### config.mk
export PLATFORM = sky130hd
export DESIGN_NAME = sa_feed_ctrl_flat
export DESIGN_NICKNAME = d
export VERILOG_FILES = /design/src/rtl/sa_feed_ctrl_if.sv /design/src/rtl/sa_feed_ctrl.sv /design/src/flat_wrapper.sv
export SDC_FILE = /design/constraint.sdc
export NUM_CORES = 1
export LEC_CHECK = 0
export ABC_CLOCK_PERIOD_IN_PS = 37300
export CAP_MARGIN = 20
export CORE_MARGIN = 1.5
export CORE_UTILIZATION = 49
export CTS_CLUSTER_SIZE = 8
export DETAILED_ROUTE_END_ITERATION = 10
export PLACE_DENSITY = 0.8
export SETUP_SLACK_MARGIN = 0.4
export SYNTH_ARGS = -nofsm -noshare
export SYNTH_HDL_FRONTEND = slang
export SYNTH_SLANG_ARGS = --single-unit
### constraint.sdc
create_clock -name CLK -period 37.3 [get_ports CLK]
set_input_delay 11.19 -clock CLK [delete_from_list [all_inputs] [get_ports CLK]]
set_output_delay 11.19 -clock CLK [all_outputs]
set_load 0.02 [all_outputs]
### src/rtl/sa_feed_ctrl_if.sv
// Operand/control bundle between the operand source and sa_feed_ctrl.
// master: source side (start/k_len/in_*); slave: controller side (busy/in_ready/sa_*/done).
interface sa_feed_ctrl_if #(
    parameter int WIDTH = 32,
    parameter int HPE   = 4,
    parameter int VPE   = 4,
    parameter int KW    = 16
);
    logic                   start;
    logic [KW-1:0]          k_len;
    logic                   busy;
    logic                   in_valid;
    logic                   in_ready;
    logic [WIDTH*HPE-1:0]   in_a;
    logic [WIDTH*VPE-1:0]   in_b;
    logic [WIDTH*HPE-1:0]   sa_a;
    logic [WIDTH*VPE-1:0]   sa_b;
    logic                   sa_clr;
    logic                   done;

    modport master (
        output start, k_len, in_valid, in_a, in_b,
        input  busy, in_ready, sa_a, sa_b, sa_clr, done
    );

    modport slave (
        input  start, k_len, in_valid, in_a, in_b,
        output busy, in_ready, sa_a, sa_b, sa_clr, done
    );
endinterface

### src/rtl/sa_feed_ctrl.sv
// Systolic-array feed sequencer: clear, skewed operand feed, zero drain, done.
// Ports: CLK, RST (async high), bus (slave: start/k_len/in_* in, busy/in_ready/sa_*/done out).
module sa_feed_ctrl #(
    parameter int WIDTH  = 32,
    parameter int HPE    = 4,
    parameter int VPE    = 4,
    parameter int KW     = 16,
    parameter int PE_LAT = 1
) (
    input  logic           CLK,
    input  logic           RST,
    sa_feed_ctrl_if.slave  bus
);
    localparam int D  = HPE + VPE - 2 + PE_LAT;
    localparam int DW = $clog2(D + 1);

    typedef enum logic [2:0] {
        S_IDLE,
        S_CLEAR,
        S_FEED,
        S_DRAIN,
        S_DONE
    } state_t;

    state_t          state_q, state_d;
    logic [KW-1:0]   k_q;
    logic [KW-1:0]   beat_q;
    logic [DW-1:0]   drn_q;
    logic            busy_q, rdy_q, clr_q, done_q;
    logic            accept;
    logic            last_beat;
    logic            drain_end;

    assign accept    = bus.in_valid & rdy_q;
    // Compare against k-1 so the counter never has to hold k itself.
    assign last_beat = accept && (beat_q == k_q - KW'(1));
    assign drain_end = (state_q == S_DRAIN) && (drn_q == DW'(D - 1));

    always_comb begin
        state_d = state_q;
        unique case (state_q)
            S_IDLE:  if (bus.start)
                         state_d = (bus.k_len != '0) ? S_CLEAR : S_DONE;
            S_CLEAR: state_d = S_FEED;
            S_FEED:  if (last_beat) state_d = S_DRAIN;
            S_DRAIN: if (drain_end) state_d = S_DONE;
            S_DONE:  state_d = S_IDLE;
            default: state_d = S_IDLE;
        endcase
    end

    // Outputs are registered from the next state so they line up with state_q.
    always_ff @(posedge CLK or posedge RST) begin
        if (RST) begin
            state_q <= S_IDLE;
            k_q     <= '0;
            beat_q  <= '0;
            drn_q   <= '0;
            busy_q  <= 1'b0;
            rdy_q   <= 1'b0;
            clr_q   <= 1'b0;
            done_q  <= 1'b0;
        end else begin
            state_q <= state_d;
            busy_q  <= (state_d != S_IDLE);
            rdy_q   <= (state_d == S_FEED);
            clr_q   <= (state_d == S_CLEAR);
            done_q  <= (state_d == S_DONE);
            if (state_q == S_IDLE && bus.start)
                k_q <= bus.k_len;
            if (accept)
                beat_q <= last_beat ? '0 : beat_q + KW'(1);
            if (state_q == S_DRAIN)
                drn_q <= drain_end ? '0 : drn_q + DW'(1);
        end
    end

    // Lane i is a shift line of i+1 registers; the last stage drives the array.
    // Every cycle shifts, injecting zero unless a beat is accepted.
    for (genvar i = 0; i < HPE; i++) begin : g_a
        logic [WIDTH-1:0] line_q [0:i];
        always_ff @(posedge CLK or posedge RST) begin
            if (RST) begin
                for (int s = 0; s <= i; s++) line_q[s] <= '0;
            end else begin
                line_q[0] <= accept ? bus.in_a[i*WIDTH +: WIDTH] : '0;
                for (int s = 1; s <= i; s++) line_q[s] <= line_q[s-1];
            end
        end
        assign bus.sa_a[i*WIDTH +: WIDTH] = line_q[i];
    end

    for (genvar j = 0; j < VPE; j++) begin : g_b
        logic [WIDTH-1:0] line_q [0:j];
        always_ff @(posedge CLK or posedge RST) begin
            if (RST) begin
                for (int s = 0; s <= j; s++) line_q[s] <= '0;
            end else begin
                line_q[0] <= accept ? bus.in_b[j*WIDTH +: WIDTH] : '0;
                for (int s = 1; s <= j; s++) line_q[s] <= line_q[s-1];
            end
        end
        assign bus.sa_b[j*WIDTH +: WIDTH] = line_q[j];
    end

    assign bus.busy     = busy_q;
    assign bus.in_ready = rdy_q;
    assign bus.sa_clr   = clr_q;
    assign bus.done     = done_q;
endmodule

### src/flat_wrapper.sv
// flat-port wrapper written by rule: the top's interface ports become plain ports
module sa_feed_ctrl_flat 
#(
    parameter int WIDTH  = 32,
    parameter int HPE    = 4,
    parameter int VPE    = 4,
    parameter int KW     = 16,
    parameter int PE_LAT = 1
)
  (CLK, RST, bus_start, bus_k_len, bus_in_valid, bus_in_a, bus_in_b, bus_busy, bus_in_ready, bus_sa_a, bus_sa_b, bus_sa_clr, bus_done);
  sa_feed_ctrl_if #(.WIDTH(WIDTH), .HPE(HPE), .VPE(VPE), .KW(KW)) bus_i ();
  input  logic CLK;
  input  logic RST;
  input wire logic [$bits(bus_i.start)-1:0] bus_start;
  input wire logic [$bits(bus_i.k_len)-1:0] bus_k_len;
  input wire logic [$bits(bus_i.in_valid)-1:0] bus_in_valid;
  input wire logic [$bits(bus_i.in_a)-1:0] bus_in_a;
  input wire logic [$bits(bus_i.in_b)-1:0] bus_in_b;
  output wire logic [$bits(bus_i.busy)-1:0] bus_busy;
  output wire logic [$bits(bus_i.in_ready)-1:0] bus_in_ready;
  output wire logic [$bits(bus_i.sa_a)-1:0] bus_sa_a;
  output wire logic [$bits(bus_i.sa_b)-1:0] bus_sa_b;
  output wire logic [$bits(bus_i.sa_clr)-1:0] bus_sa_clr;
  output wire logic [$bits(bus_i.done)-1:0] bus_done;
  assign bus_i.start = bus_start;
  assign bus_i.k_len = bus_k_len;
  assign bus_i.in_valid = bus_in_valid;
  assign bus_i.in_a = bus_in_a;
  assign bus_i.in_b = bus_in_b;
  assign bus_busy = bus_i.busy;
  assign bus_in_ready = bus_i.in_ready;
  assign bus_sa_a = bus_i.sa_a;
  assign bus_sa_b = bus_i.sa_b;
  assign bus_sa_clr = bus_i.sa_clr;
  assign bus_done = bus_i.done;
  sa_feed_ctrl #(.WIDTH(WIDTH), .HPE(HPE), .VPE(VPE), .KW(KW), .PE_LAT(PE_LAT)) u_core (.CLK(CLK), .RST(RST), .bus(bus_i));
endmodule
==> results.sh <==
export IMPL_synthTopCellsByArea="dfrtp_1 79%, and3_1 7.5%, buf_4 6.6%"
export IMPL_hold_buffers=0
export IMPL_synth_distinct_cells=49
export IMPL_dr_pass1_iters=4
export IMPL_yosys_area_top_type="dfrtp_1"
export IMPL_max_freq_mhz=71.7
export IMPL_endpoint_kind="asynchronous set/reset pin"
export IMPL_clkSlewWorstSetupHoldPaths_ns=0.05
export IMPL_hold_violations=0
export IMPL_critPathKind="input port to asynchronous set/reset pin"
export IMPL_start_kind="input port"
export IMPL_ios=536
export IMPL_ys_async_sr_fraction_pct=100
export IMPL_synth_enable_flop_cells=0
export IMPL_ctsResizeCount=0
export IMPL_syn_num_nets=1670
export IMPL_globalRouteTotalUtil_pct=23.9
export IMPL_ant_nets=0
export IMPL_place_congestion=0.873
export IMPL_drt_iter0_drc=896
export IMPL_ys_flop_type="dfrtp_1"
export IMPL_pre_cts_ws_ns=21.65
export IMPL_fin_crit_ns=13.94
export IMPL_numClockSinks=682
export IMPL_core_sq_um=43400
export IMPL_ctsLongestPathBuffers=3
export IMPL_peakVddDrop_mv=0.0414
export IMPL_grt_pass1_vias=13413
export IMPL_power_density_nw_per_um2=68.9
export IMPL_dr_max_layer_used="met5"
export IMPL_netlist_area_sq_um=21700
export IMPL_rsz0062_at_grt="no"
export IMPL_grt_overflow=0
export IMPL_required_ns=38.04
export IMPL_slew_headroom_pct=32.5
export IMPL_finalNetCount=2058
export IMPL_ys_seq_elements=682
export IMPL_grt_max_degree=147
export IMPL_finalWorstSetupSlack_ns=23.36
export IMPL_via_per_inst=4.98
export IMPL_synth_top_cell_area_share_pct=78.6
export IMPL_finalSetupViolCount=0
export IMPL_dieArea_sq_um=45600
export IMPL_wl_per_cell_um=23.1
export IMPL_maxCapViolations=0
export IMPL_syn2layout_area_growth_pct=32.9
export IMPL_grt_first_pass_wirelength_mm=80.6
export IMPL_hp_class="flop to flop"
export IMPL_root_buffer="clkbuf_16"
export IMPL_met1_length_mm=19.7
export IMPL_yosys_warnings=0
export IMPL_die_w_um=214
export IMPL_fin_crit_sh_pct=37.4
export IMPL_nFillCells=2827
export IMPL_rows=76
export IMPL_drc_errors=0
export IMPL_die_h_um=214
export IMPL_start_util_pct=50.1
export IMPL_slew_viol_final=0
export IMPL_post_cts_buffers=0
export IMPL_dr_total_vias=11858
export IMPL_cts_made_buffers=95
export IMPL_leakagePower_uw=0.0142
export IMPL_wl_met3_mm=4.20
export IMPL_clock_skew_ns=0.0372
export IMPL_clock_latency_ns=0.62
export IMPL_syn_inst=1390
export IMPL_wirelength_mm=54.9
export IMPL_hpwl_mm=32.8
export IMPL_critPathMaxFanout=136
export IMPL_totalNegativeSetupSlack_ns=0
export IMPL_seq_area_frac_synth_pct=78.6
export IMPL_status="finished, final reports clean"
export IMPL_avgSynthCellArea_sq_um=15.6
export IMPL_numPortBuffers=535
export IMPL_cp_arrival_ns=14.68
export IMPL_htree_num_levels=3
export IMPL_tightest_slew_ns=1.01
export IMPL_drive_above_1_share_pct=8.17
export IMPL_cts_tree="yes"
export IMPL_wl_met2_mm=28.7
export IMPL_antenna_found_initial=13
## state kept, by name, indices dropped and copies added, names as in the netlist
signal	cells
u_core.drn_q	3
u_core.bus.sa_clr	1
u_core.state_q	3
u_core.g_b.line_q	224
u_core.k_q	16
u_core.bus.done	1
u_core.g_a.line_q	224
u_core.bus.sa_b	96
u_core.bus.sa_a	96
u_core.bus.busy	1
u_core.bus.in_ready	1
u_core.beat_q	16
## critical path: stages
cell             delay [ns]
clkdlybuf4s50_1        0.50
inv_8                  0.64
buf_4                  0.37
buf_16                 0.35
buf_4                  0.82
buf_4                  0.37
buf_16                 0.33
## logic make-up after synthesis
kind of cell / after synthesis / synth area share (%)
XOR/XNOR: 32 / 1.29
AO/OA/AOI/OAI: 37 / 1.21
multiplexers: 18 / 0.916
buffers and inverters: 266 / 8.00
flip-flops: 682 / 78.6
AND/OR/NAND/NOR: 351 / 9.79
adder cells (fa/ha/maj): 4 / 0.230
## layout make-up
cell class / instances / area, sq um / share of cell area [%]
flip-flops and latches: 682 / 17100 / 59.1
inverters: 7 / 33.8 / 0.117
diodes: 8 / 20.0 / 0.0693
multi-input cells: 442 / 2920 / 10.1
well taps: 585 / 732 / 2.54
clock buffers: 97 / 2410 / 8.33
repair buffers: 550 / 5550 / 19.2
clock inverters: 8 / 135 / 0.468
## layout by cell type (no fill, tap or decap), types with 3 or more instances in the layout
| cell type | instances |
|---|---|
| o22ai_1 | 4 |
| nand2b_1 | 5 |
| mux2i_1 | 3 |
| or3_1 | 4 |
| mux2_2 | 15 |
| a21oi_1 | 4 |
| nand3b_1 | 3 |
| and3_1 | 259 |
| nor2_1 | 25 |
| dfrtp_1 | 681 |
| buf_16 | 4 |
| o21ai_0 | 9 |
| ha_1 | 4 |
| clkbuf_16 | 96 |
| nand4_1 | 5 |
| nor4_1 | 7 |
| xnor2_1 | 17 |
| inv_1 | 6 |
| clkdlybuf4s50_1 | 534 |
| nand3_1 | 7 |
| nor3_1 | 4 |
| xor2_1 | 15 |
| diode_2 | 8 |
| nand2_1 | 16 |
| buf_4 | 11 |
## power breakdown
part	leakage [uW]	internal, uW	total, uW	switching, uW
sequential	0.00897	852	917	65.4
combinational	0.00394	148	315	167
clock	0.00125	454	757	304
total	0.0142	1450	1990	536
## metrics by stage
step	hold WS (ns)	utilization [%]	area, sq um	power, uW	cells
3_5_place_dp	0.335	60.4	26200	1230	2262
4_1_cts	0.318	66.3	28700	2000	2367
3_3_place_gp	0.331	60.4	26200	1210	2262
6_report	0.317	66.6	28900	1990	2379
5_1_grt	0.333	66.6	28900	2070	2378
2_1_floorplan	0.331	-	21700	1110	1390
## final timing paths
path,to,depth (start not counted),start,slack (ns)
hold / removal,u_core.bus.sa_b[52],0,u_core.g_b[1].line_q[52],0.32
setup reg to reg,u_core.beat_q[0],8,u_core.k_q[0],33.79
max in group CLK,u_core.beat_q[0],7,bus_in_valid,23.91
hold reg to reg,u_core.bus.sa_b[52],0,u_core.g_b[1].line_q[52],0.32
min in group asynchronous,u_core.g_b[3].line_q[43],2,RST,11.17
setup / recovery,u_core.bus.in_ready,7,RST,23.36
## cell usage after synthesis (2+ instances only)
library cell	instances
a211oi_1	2
a21oi_1	4
a41oi_1	2
and2_1	2
and3_1	259
buf_2	2
buf_4	192
buf_6	2
clkbuf_1	63
dfrtp_1	682
ha_1	4
inv_1	7
mux2_2	15
mux2i_1	3
nand2_1	16
nand2b_1	5
nand3_1	7
nand3b_1	3
nand4_1	5
nor2_1	25
nor2_2	2
nor3_1	4
nor3b_1	2
nor4_1	7
nor4b_1	3
o211ai_1	2
o21ai_0	9
o21bai_1	2
o22ai_1	4
o31ai_1	2
or3_1	4
or4_4	2
xnor2_1	17
xor2_1	15
## routing by layer
| layer | up-vias | track usage [%] |
|---|---|---|
| met5 | - | 0 |
| met2 | 468 | 40.9 |
| met3 | 126 | 7.69 |
| li1 | 5135 | - |
| met1 | 6119 | 26.9 |
| met4 | 10 | 12.3 |
No activity file was read; power rests on OpenSTA's default activity.
